==> config.mk <==
export PLATFORM = sky130hd
export DESIGN_NAME = pipeline_control
export DESIGN_NICKNAME = d
export VERILOG_FILES = /design/src/rtl/pipeline_control_pkg.sv /design/src/rtl/pipeline_control_sat_counter.sv /design/src/rtl/pipeline_control.sv
export SDC_FILE = /design/constraint.sdc
export NUM_CORES = 1
export LEC_CHECK = 0
export CORE_MARGIN = 3
export CORE_UTILIZATION = 38
export DETAILED_ROUTE_END_ITERATION = 8
export PLACE_DENSITY_LB_ADDON = 0.25
export SLEW_MARGIN = 20
export SYNTH_ARGS = -nofsm -noshare
export SYNTH_HDL_FRONTEND = slang
export SYNTH_SLANG_ARGS = --single-unit
==> constraint.sdc <==
create_clock -name clk -period 3.9 [get_ports clk]
set_clock_uncertainty 0.15 [all_clocks]
set_input_delay 1.17 -clock clk [delete_from_list [all_inputs] [get_ports clk]]
set_output_delay 1.17 -clock clk [all_outputs]
set_load 0.03 [all_outputs]
==> src/rtl/pipeline_control_pkg.sv <==
// Shared types and constants for the pipeline stall/flush sequencer.
package pipeline_control_pkg;

  localparam int unsigned REG_ADDR_BITS = 5;
  localparam int unsigned CTRL_STATE_BITS = 2;

  // Encoding 2'd3 is unused and is treated as CtrlRun.
  typedef enum logic [CTRL_STATE_BITS-1:0] {
    CtrlRun     = 2'd0,
    CtrlMdBusy  = 2'd1,
    CtrlMemWait = 2'd2
  } ctrl_state_e;

endpackage

==> src/rtl/pipeline_control_sat_counter.sv <==
// Enable-driven saturating up-counter with synchronous clear.
module sat_counter #(
  parameter int unsigned W = 8
) (
  input  logic         clk,
  input  logic         clr,
  input  logic         en,
  output logic [W-1:0] count
);

  always_ff @(posedge clk) begin
    if (clr) begin
      count <= '0;
    end else if (en && (count != {W{1'b1}})) begin
      count <= count + W'(1);
    end
  end

endmodule

==> src/rtl/pipeline_control.sv <==
// Stall/flush sequencer for the 5-stage pipeline: load-use, taken branch,
// multi-cycle mul/div and data-memory wait handling, plus a stall-cycle counter.
module pipeline_control
  import pipeline_control_pkg::*;
#(
  parameter int unsigned PERF_W = 32
) (
  input  logic                     clk,
  input  logic                     reset,
  input  logic [REG_ADDR_BITS-1:0] readRegister1D,
  input  logic [REG_ADDR_BITS-1:0] readRegister2D,
  input  logic [REG_ADDR_BITS-1:0] writeRegE,
  input  logic                     memReadE,
  input  logic                     pcSrcE,
  input  logic                     mulDivE,
  input  logic                     mulDivDone,
  input  logic                     memAccessM,
  input  logic                     dmemReady,
  output logic                     stallF,
  output logic                     stallD,
  output logic                     stallE,
  output logic                     stallM,
  output logic                     flushD,
  output logic                     flushE,
  output logic                     flushM,
  output logic                     flushW,
  output logic                     mulDivStart,
  output logic [PERF_W-1:0]        stallCount
);

  ctrl_state_e state_q, state_d;
  logic        load_use;

  assign load_use = memReadE && (writeRegE != '0) &&
                    ((writeRegE == readRegister1D) || (writeRegE == readRegister2D));

  always_comb begin
    state_d     = state_q;
    stallF      = 1'b0;
    stallD      = 1'b0;
    stallE      = 1'b0;
    stallM      = 1'b0;
    flushD      = 1'b0;
    flushE      = 1'b0;
    flushM      = 1'b0;
    flushW      = 1'b0;
    mulDivStart = 1'b0;
    case (state_q)
      CtrlMemWait: begin
        if (!dmemReady) begin
          stallF = 1'b1;
          stallD = 1'b1;
          stallE = 1'b1;
          stallM = 1'b1;
          flushW = 1'b1;
        end else begin
          state_d = CtrlRun;
        end
      end
      CtrlMdBusy: begin
        // Releasing on done lets the result latch into EX-MEM this cycle.
        if (!mulDivDone) begin
          stallF = 1'b1;
          stallD = 1'b1;
          stallE = 1'b1;
          flushM = 1'b1;
        end else begin
          state_d = CtrlRun;
        end
      end
      default: begin
        state_d = CtrlRun;
        if (memAccessM && !dmemReady) begin
          stallF  = 1'b1;
          stallD  = 1'b1;
          stallE  = 1'b1;
          stallM  = 1'b1;
          flushW  = 1'b1;
          state_d = CtrlMemWait;
        end else if (mulDivE) begin
          mulDivStart = 1'b1;
          stallF      = 1'b1;
          stallD      = 1'b1;
          stallE      = 1'b1;
          flushM      = 1'b1;
          state_d     = CtrlMdBusy;
        end else if (pcSrcE) begin
          // D holds a wrong-path instruction, so any load-use there is moot.
          flushD = 1'b1;
          flushE = 1'b1;
        end else if (load_use) begin
          stallF = 1'b1;
          stallD = 1'b1;
          flushE = 1'b1;
        end
      end
    endcase
  end

  always_ff @(posedge clk) begin
    if (reset) begin
      state_q <= CtrlRun;
    end else begin
      state_q <= state_d;
    end
  end

  sat_counter #(
    .W(PERF_W)
  ) u_stall_counter (
    .clk  (clk),
    .clr  (reset),
    .en   (stallF),
    .count(stallCount)
  );

endmodule

==> results of run 1 <==
## cell usage in the layout (no fill, tap or decap), types with 2 or more instances in the layout
cell             netlist  layout
nand2_1               15      15
nor3_1                 2       2
buf_6                  3       2
mux2i_1                2       2
or3_1                 19      19
buf_4                  2      19
xor2_1                 2       2
inv_1                 10       9
o31ai_1               11      11
xnor2_1               10       9
o21ai_0                8       8
ha_1                   3       3
and4_1                 8       8
clkbuf_8               0       5
dlymetal6s2s_1         0       7
nand3_1               13      13
dfxtp_1               34      34
a21oi_1               32      32
nand4_1                8       8
o21ai_1               11      11
nor2_1                10      10
clkinv_2               0       2
dlygate4sd2_1          0       4
and3_1                 5       5
or4_1                 12      12
a211oi_1               3       3
clkdlybuf4s50_1        0      45
## worst paths after layout
check,start,end,slack [ns],cells past startpoint
max,readRegister2D[0],stallD,0.05,8
min,u_stall_counter.count[11]$_SDFFE_PP0P_,u_stall_counter.count[11]$_SDFFE_PP0P_,0.37,2
max reg2reg,u_stall_counter.count[0]$_SDFFE_PP0P_,u_stall_counter.count[1]$_SDFFE_PP0P_,1.30,8
min reg2reg,u_stall_counter.count[11]$_SDFFE_PP0P_,u_stall_counter.count[11]$_SDFFE_PP0P_,0.37,2
## power by group through the flow
stage | clock network [W] | logic, W | registers [W]
global placement | 0 | 0.000199 | 0.000368
detailed placement | 0 | 0.000202 | 0.000369
floorplan | 0 | 0.000124 | 0.000377
global route | 0.000276 | 0.000229 | 0.000362
finish | 0.000251 | 0.000211 | 0.000361
CTS | 0.000257 | 0.000206 | 0.000361
## area by class of cell
type / instances / area, sq um / share of cell area
clock buffer: 5 / 68.8 / 0.0241
clock inverter: 2 / 10.0 / 0.00351
inverter: 10 / 37.5 / 0.0132
multi-input combinational: 188 / 1210 / 0.425
sequential: 34 / 681 / 0.239
tap: 67 / 83.8 / 0.0294
timing repair buffer: 78 / 758 / 0.266
## critical path, cell delays in order
cell and delay [ns]:
clkdlybuf4s50_1 0.48, xnor2_1 0.12, nand2_1 0.08, o22ai_2 0.19, buf_4 0.15, a31oi_4 0.09, inv_2 0.11, buf_6 0.14
## cell families after synthesis
| logic type | synth area share |
|---|---|
| simple gates | 0.299 |
| compound gates | 0.206 |
| flops | 0.342 |
| buf+inv | 0.0710 |
| xor+xnor | 0.0528 |
| fa+ha+maj | 0.0189 |
| mux | 0.0101 |
## metrics by stage
step	area (sq um)	hold slack (ns)	setup TNS (ns)	cells	utilization
2_1_floorplan	1990	0.333	0	248	-
3_5_place_dp	2700	0.348	-1.34	375	0.553
4_1_cts	2800	0.364	0	383	0.574
6_report	2850	0.365	0	384	0.584
3_3_place_gp	2700	0.349	-1.25	375	0.553
5_1_grt	2850	0.396	-0.0161	384	0.584
## state kept, by name (all words and copies together), names as in the netlist
register	count
state_q	2
u_stall_counter.count	32
## layer usage
layer | track usage | part of all wire | vias to the layer above
li1 | - | - | 1068
met1 | 0.235 | 0.46 | 983
met2 | 0.306 | 0.48 | 48
met3 | 0.0436 | 0.031 | 13
met4 | 0.0804 | 0.022 | 0
met5 | 0 | 0 | -
## cell usage after synthesis, types with 5 or more instances
cell      number  area, sq um
dfxtp_1       34          681
a21oi_1       32          160
or3_1         19          119
nand2_1       15         56.3
nand3_1       13         65.1
or4_1         12         90.1
o21ai_1       11         55.1
o31ai_1       11         82.6
inv_1         10         37.5
nor2_1        10         37.5
xnor2_1       10         87.6
and4_1         8         70.1
clkbuf_1       8         30.0
nand4_1        8         50.1
o21ai_0        8         40.0
and3_1         5         31.3
## timing repair
item                       in CTS  in global routing
setup endpoints to repair       3                  5
pin swaps                       3                  1
resized for setup              21                 11
buffers inserted                1                  1
==> summary.txt, run 1 <==
Run status
  • Status: complete, no violations

Timing
  • Worst-margin pin slew: 0.724 ns
  • Crit path time final: 3.85 ns
  • Final Max Slew Viols: 0
  • Final worst path period share: 0.988
  • FMAX: 0.260 GHz
  • Worst slew margin: 0.515
  • Fin. Hold Viols: 0
  • Final WS setup: 0.0467 ns
  • Final setup viols: 0

Placement
  • Worst slack at placement: -0.613 ns
  • Gp weighted congestion: 0.833
  • Post-DP HPWL: 3.83 mm
  • Port Buffer Count: 63

Synth
  • Post-Syn Instances: 248
  • Synthesized cell area: 1990 sq um
  • Number of flops mapped to enable cells by yosys: 0
  • Yosys reg bits: 34
  • Sequential area share after synthesis: 0.342
  • Synth cell types: 37
  • Async SR Flop Fraction: 0
  • Synth Warn #: 0
  • Avg Inst Size Synth: 8.03 sq um
  • Syn_nets: 274
  • Top_reg_cell synth: dfxtp_1

Global routing
  • Global-route wire length before repair: 9.22 mm
  • Largest net degree at the start of global routing: 39
  • Vias in the first global route: 1973
  • Tot GR Track Use: 0.187
  • Congestion Overflow GR: 0
  • Initial antenna violation count: 0

Drt
  • Routed vias/inst: 5.50
  • Initial DRC count: 89
  • Post-route ant nets: 0
  • DR vias: 2112
  • First drt pass iteration count: 4
  • Wirelength per Cell: 14.3 um
  • Total wire length: 5.49 mm
  • Residual DRC: 0

Critical path
  • Worst endpoint data arrival time: 2.53 ns
  • Worst setup EP type: output pin
  • Required @ worst endpoint: 2.58 ns
  • CP startpoint kind: input port
  • Kind of critical path: input port to output pin
  • Crit-path max FO: 2

Pwr
  • Combinational share of power: 0.256
  • P_sw: 0.000257 W
  • Reg power frac: 0.439
  • Static Leak: 1.04 nW
  • Sw frac: 0.312
  • Clock share of power: 0.305
  • Pwr per Cell Area: 288 nW/um^2
  • Power Total: 0.000823 W
  • Maximum vdd drop: 0.000209 V
  • Power Internal: 0.000566 W

Floorplanning
  • Die area: 6140 sq um
  • Initial Util: 0.408
  • Die height: 78.4 um
  • FP Rows: 25
  • Core region area: 4880 sq um
  • Die width: 78.4 um
  • IO Pins: 64

Job
  • Max cap viols: 0

Clocking
  • CTS sink count: 34
  • Htree depth: 2
  • CTS Buf Count: 5
  • Clk buf depth: 2
  • Root buffer cell: clkbuf_8
  • Clock Latency Late Sink: 0.29 ns
  • TritonCTS clock tree: yes
  • Clock slew at reported path FFs: 0.06 ns
  • Hold buffers post-CTS: 0

Finish
  • Share of cells above drive strength 1: 0.126
  • Final #Nets: 343
  • Syn-to-layout area delta: 43.2%
  • Filler instances: 476
  • Diode count: 0

Min path
  • Hold Path Class: register to register
Power figures use the tool's default switching activity.
==> run 2, diff against run 1 <==
Settings changed: CORE_MARGIN 3 to not set, CORE_UTILIZATION 38 to 28.
==> run 2 against run 1 <==
Via count decreased by 0.76%. Sequential share of layout area fell by 0.69 points. Setup slack lost 0.015 ns. Highest routed layer unchanged.
==> summary.txt, run 2 (synthesized netlist as in run 1, its figures left out) <==
Run status
  • Status: complete, no violations

Finish
  • Share of cells above drive strength 1: 0.129
  • Syn-to-layout area delta: 47.5%
  • Final #Nets: 343
  • Final core utilization: 0.430
  • Most common cell after layout, fill and taps aside: clkdlybuf4s50_1
  • Max reg flops: 32
  • Diode count: 0
  • Filler instances: 721
  • Commonest non-fill, non-tap cells in the layout: clkdlybuf4s50_1, dfxtp_1, a21oi_1, or3_1, buf_4
  • Filler-free cell count of the finished design: 414
  • Top flop regs: u_stall_counter.count (32), state_q (2)
  • Biggest register: u_stall_counter.count

Placement
  • Gp weighted congestion: 0.792
  • Post-DP HPWL: 3.78 mm
  • Placed Cells incl. Taps: 405
  • Port Buffer Count: 63

Min path
  • Worst hold endpoint: u_stall_counter.count[27]$_SDFFE_PP0P_
  • Hold Startpoint: u_stall_counter.count[27]$_SDFFE_PP0P_
  • Hold Path Class: register to register
  • Hold depth: 2

Timing
  • Setup TNS: 0 ns
  • Fin. Hold Viols: 0
  • Final setup viols: 0
  • Unrepaired setup endpoints after global routing: true
  • Worst-margin pin slew: 0.700 ns
  • Worst slew margin: 0.530
  • Final worst path period share: 0.992
  • Final Max Slew Viols: 0
  • Crit path time final: 3.87 ns
  • FMAX: 0.258 GHz

Pwr
  • Static Leak: 1.03 nW
  • Reg power frac: 0.375
  • Pwr per Cell Area: 327 nW/um^2
  • Maximum vdd drop: 0.000142 V
  • Clock share of power: 0.410
  • P_sw: 0.000263 W
  • Power Internal: 0.000698 W
  • Combinational share of power: 0.214
  • Sw frac: 0.274

Global routing
  • Congestion Overflow GR: 0
  • Tot GR Track Use: 0.146
  • Initial antenna violation count: 0
  • Vias in the first global route: 1858
  • Largest net degree at the start of global routing: 39
  • Global-route wire length before repair: 8.65 mm

Critical path
  • Worst endpoint data arrival time: 2.55 ns
  • Reg-to-reg slack, setup: 1.31 ns
  • Worst setup EP type: output pin
  • FF-to-FF End: u_stall_counter.count[1]$_SDFFE_PP0P_
  • FF-to-FF Start: u_stall_counter.count[0]$_SDFFE_PP0P_
  • Crit-path max FO: 2
  • FF-to-FF path depth: 8
  • CP Launch Point: memAccessM
  • CP startpoint kind: input port
  • Required @ worst endpoint: 2.58 ns
  • Kind of critical path: input port to output pin

Clocking
  • CTS sink count: 34
  • TritonCTS clock tree: yes
  • CTS Buf Count: 5
  • Clk buf depth: 2
  • Root buffer cell: clkbuf_8
  • Clock slew at reported path FFs: 0.07 ns
  • Htree depth: 2
  • Clock Latency Late Sink: 0.29 ns
  • Hold buffers post-CTS: 0

Drt
  • Residual DRC: 0
  • First drt pass iteration count: 5
  • Wirelength per Cell: 12.8 um
  • Total wire length: 5.29 mm
  • Post-route ant nets: 0
  • Routed vias/inst: 5.06
  • DR vias: 2096
  • Initial DRC count: 75

Floorplanning
  • FP Rows: 30
  • Initial Util: 0.291
  • Die width: 86.3 um
  • Die area: 7450 sq um
  • Die height: 86.3 um
  • Core region area: 6830 sq um
  • IO Pins: 64

Job
  • Max cap viols: 0
==> run 2: worst max path at each step <==
stage,slack [ns],cells after the start,end
3_3_place_gp,-0.50,6,stallD
6_report,0.03,4,flushW
3_5_place_dp,-0.53,6,stallF
2_1_floorplan,0.04,7,stallF
4_1_cts,0.02,7,stallF
5_1_grt,-0.03,4,flushW
==> run 2: worst max-delay path, cell delays in order <==
cell	delay, ns
clkdlybuf4s50_1	0.48
mux2i_1	0.08
nor2_1	0.13
clkdlybuf4s50_1	0.69
==> run 2: layout make-up <==
type,count,area (sq um),area share
clock buffers,5,68.8,0.0234
inverters,10,37.5,0.0128
clock inverters,3,68.8,0.0234
repair buffers,78,743,0.253
well taps,96,120,0.0409
multi-input cells,188,1220,0.415
flip-flops and latches,34,681,0.232
==> run 2: timing repair <==
action,CTS,global route
endpoints found under the hold margin,0,0
setup buffers,0,1
resized for setup,19,9
setup endpoints to repair,3,5
pin swaps,2,6
==> run 2: power by group through the flow <==
stage / logic [W] / clock network [W] / registers (W)
finish: 0.000206 / 0.000394 / 0.000361
global route: 0.000224 / 0.000425 / 0.000362
CTS: 0.000203 / 0.000406 / 0.000361
detailed placement: 0.000205 / 0 / 0.000369
global placement: 0.000202 / 0 / 0.000369
floorplan: 0.000124 / 0 / 0.000377
==> run 2: routing by layer <==
layer	wire [um]	vias up	track usage
met4	30	0	0.0455
met3	200	5	0.0343
met2	2560	46	0.247
li1	-	1070	-
met1	2490	975	0.183
met5	0	-	0
==> run 2: metrics by stage <==
step	setup WS, ns	total power, W	hold slack, ns	area, sq um
2_1_floorplan	0.0432	0.000501	0.333	1990
3_3_place_gp	-0.502	0.000571	0.338	2740
3_5_place_dp	-0.530	0.000574	0.342	2740
4_1_cts	0.0223	0.000970	0.351	2890
5_1_grt	-0.0309	0.00101	0.369	2940
6_report	0.0314	0.000961	0.350	2940
==> run 3, diff against run 2 <==
Settings changed: PLACE_DENSITY set to 0.64, PLACE_DENSITY_LB_ADDON 0.25 to not set.
==> run 3 against run 2 <==
Die area is the same. Highest routed layer unchanged. Design area shrank 2.4%. Largest power group is now sequential cells. Sequential cell count is the same.
==> summary.txt, run 3 (synthesized netlist as in run 1, its figures left out) <==
Drt
  • Initial DRC count: 81
  • Wirelength per Cell: 12.7 um
  • DR vias: 2112
  • Routed vias/inst: 5.11
  • Residual DRC: 0
  • Post-route ant nets: 0
  • First drt pass iteration count: 4
  • Total wire length: 5.23 mm

Critical path
  • Worst setup path endpoint: flushE
  • Crit-path max FO: 2
  • CP startpoint kind: input port
  • Worst path max stage delay: 0.48 ns
  • Stages on worst setup path: 8
  • FF-to-FF Start: u_stall_counter.count[0]$_SDFFE_PP0P_
  • CP most frequent cell: buf_4
  • FF-to-FF path depth: 8
  • Worst endpoint data arrival time: 2.51 ns
  • CP Launch Point: readRegister2D[4]
  • FF-to-FF End: u_stall_counter.count[1]$_SDFFE_PP0P_
  • Worst setup EP type: output pin
  • Critical path, cell by cell: clkdlybuf4s50_1, xnor2_1, nand3_1, o22ai_2, buf_4, a21oi_1, nor2_1, buf_4
  • Reg-to-reg slack, setup: 1.33 ns
  • Buf/Inv on CP: 3
  • Kind of critical path: input port to output pin
  • Required @ worst endpoint: 2.58 ns
  • Crit-path leading delay family: buffers and inverters
  • Worst path slowest cell: clkdlybuf4s50_1

Clocking
  • CTS sink count: 34
  • Clk buf depth: 2
  • CTS Buf Count: 5
  • Root buffer cell: clkbuf_8
  • TritonCTS clock tree: yes
  • Clock slew at reported path FFs: 0.07 ns
  • Htree depth: 2
  • Clock Latency Late Sink: 0.29 ns

Job
  • Max cap viols: 0

Timing
  • FMAX: 0.261 GHz
  • Final Max Slew Viols: 0
  • Unrepaired setup endpoints after global routing: true
  • Worst-margin pin slew: 0.677 ns
  • Final setup viols: 0
  • Worst slew margin: 0.546
  • Fin. Hold Viols: 0
  • Crit path time final: 3.83 ns
  • Final worst path period share: 0.982

Finish
  • Diode count: 0
  • Most common cell after layout, fill and taps aside: clkdlybuf4s50_1
  • Final #Nets: 342
  • Filler instances: 714
  • Share of cells above drive strength 1: 0.120
  • Syn-to-layout area delta: 44.0%
  • Final core utilization: 0.420
  • Biggest register: u_stall_counter.count
  • Commonest non-fill, non-tap cells in the layout: clkdlybuf4s50_1, dfxtp_1, a21oi_1, buf_4, or3_1
  • Top flop regs: u_stall_counter.count (32), state_q (2)
  • Max reg flops: 32

Pwr
  • Pwr per Cell Area: 291 nW/um^2
  • Reg power frac: 0.432
  • Sw frac: 0.300
  • Maximum vdd drop: 0.000101 V
  • Combinational share of power: 0.244
  • Power Total: 0.000835 W
  • P_sw: 0.000250 W
  • Power Internal: 0.000585 W
  • Clock share of power: 0.324
  • Static Leak: 0.999 nW

Min path
  • Hold Path Class: register to register

Floorplanning
  • Core region area: 6830 sq um
  • Die area: 7450 sq um
  • IO Pins: 64
  • FP Rows: 30
  • Initial Util: 0.291
  • Die height: 86.3 um
  • Die width: 86.3 um

Run status
  • Status: complete, no violations

Global routing
  • Congestion Overflow GR: 0
  • Vias in the first global route: 1785
  • Largest net degree at the start of global routing: 39
  • Global-route wire length before repair: 8.35 mm
  • Tot GR Track Use: 0.143
  • Initial antenna violation count: 0

Placement
  • Port Buffer Count: 63
  • Gp weighted congestion: 0.770
  • Post-DP HPWL: 3.70 mm
run 3: routing by layer:
layer,vias up,part of all wire,track usage
met4,0,0.026,0.0606
met3,14,0.042,0.0324
met5,-,0,0
li1,1072,-,-
met1,982,0.46,0.183
met2,44,0.47,0.231
run 3: through the flow:
| step | instance area [sq um] | setup WS (ns) | cells | hold slack (ns) | setup TNS [ns] |
|---|---|---|---|---|---|
| floorplan | 1990 | 0.0432 | 248 | 0.333 | 0 |
| global placement | 2740 | -0.559 | 404 | 0.339 | -1.20 |
| detailed placement | 2740 | -0.587 | 404 | 0.355 | -1.28 |
| CTS | 2850 | 0.0194 | 413 | 0.364 | 0 |
| global route | 2870 | -0.00424 | 413 | 0.380 | -0.00424 |
| finish | 2870 | 0.0693 | 413 | 0.359 | 0 |
run 3: final cells by class:
| class | instances | area (sq um) | share of cell area |
|---|---|---|---|
| Clock inverter | 1 | 5.00 | 0.00175 |
| Timing Repair Buffer | 77 | 736 | 0.257 |
| Inverter | 10 | 37.5 | 0.0131 |
| Multi-Input combinational cell | 188 | 1200 | 0.419 |
| Sequential cell | 34 | 681 | 0.237 |
| Tap cell | 96 | 120 | 0.0419 |
| Clock buffer | 7 | 86.3 | 0.0301 |
run 3: how the worst min path moves through the flow:
stage	start	endpoint	slack [ns]	cells after the start
2_1_floorplan	state_q[0]$_SDFFE_PP0P_	state_q[0]$_SDFFE_PP0P_	0.33	2
3_3_place_gp	u_stall_counter.count[27]$_SDFFE_PP0P_	u_stall_counter.count[27]$_SDFFE_PP0P_	0.34	2
3_5_place_dp	u_stall_counter.count[17]$_SDFFE_PP0P_	u_stall_counter.count[17]$_SDFFE_PP0P_	0.35	2
4_1_cts	u_stall_counter.count[17]$_SDFFE_PP0P_	u_stall_counter.count[17]$_SDFFE_PP0P_	0.36	2
5_1_grt	u_stall_counter.count[26]$_SDFFE_PP0P_	u_stall_counter.count[26]$_SDFFE_PP0P_	0.38	2
6_report	u_stall_counter.count[17]$_SDFFE_PP0P_	u_stall_counter.count[17]$_SDFFE_PP0P_	0.36	2
run 3: power groups by stage:
stage               Combinational (W)  Clock, W  Sequential, W
finish                       0.000204  0.000270       0.000361
global route                 0.000220  0.000295       0.000362
CTS                          0.000205  0.000274       0.000361
detailed placement           0.000203         0       0.000369
global placement             0.000201         0       0.000369
floorplan                    0.000124         0       0.000377
run 3: tightest hold or removal path: cells and delay by family (launching register included):
kind           cells  cell delay [ns]
flip-flops         1             0.34
AO/OA/AOI/OAI      2             0.13
run 3: repair_timing:
action / 4_1_cts / 5_1_grt
resized for setup: 20 / 5
pin swaps: 3 / 3
cloned: 0 / 0
hold buffers: 0 / 0
buffers inserted: 1 / 0
endpoints found under the setup margin: 3 / 5
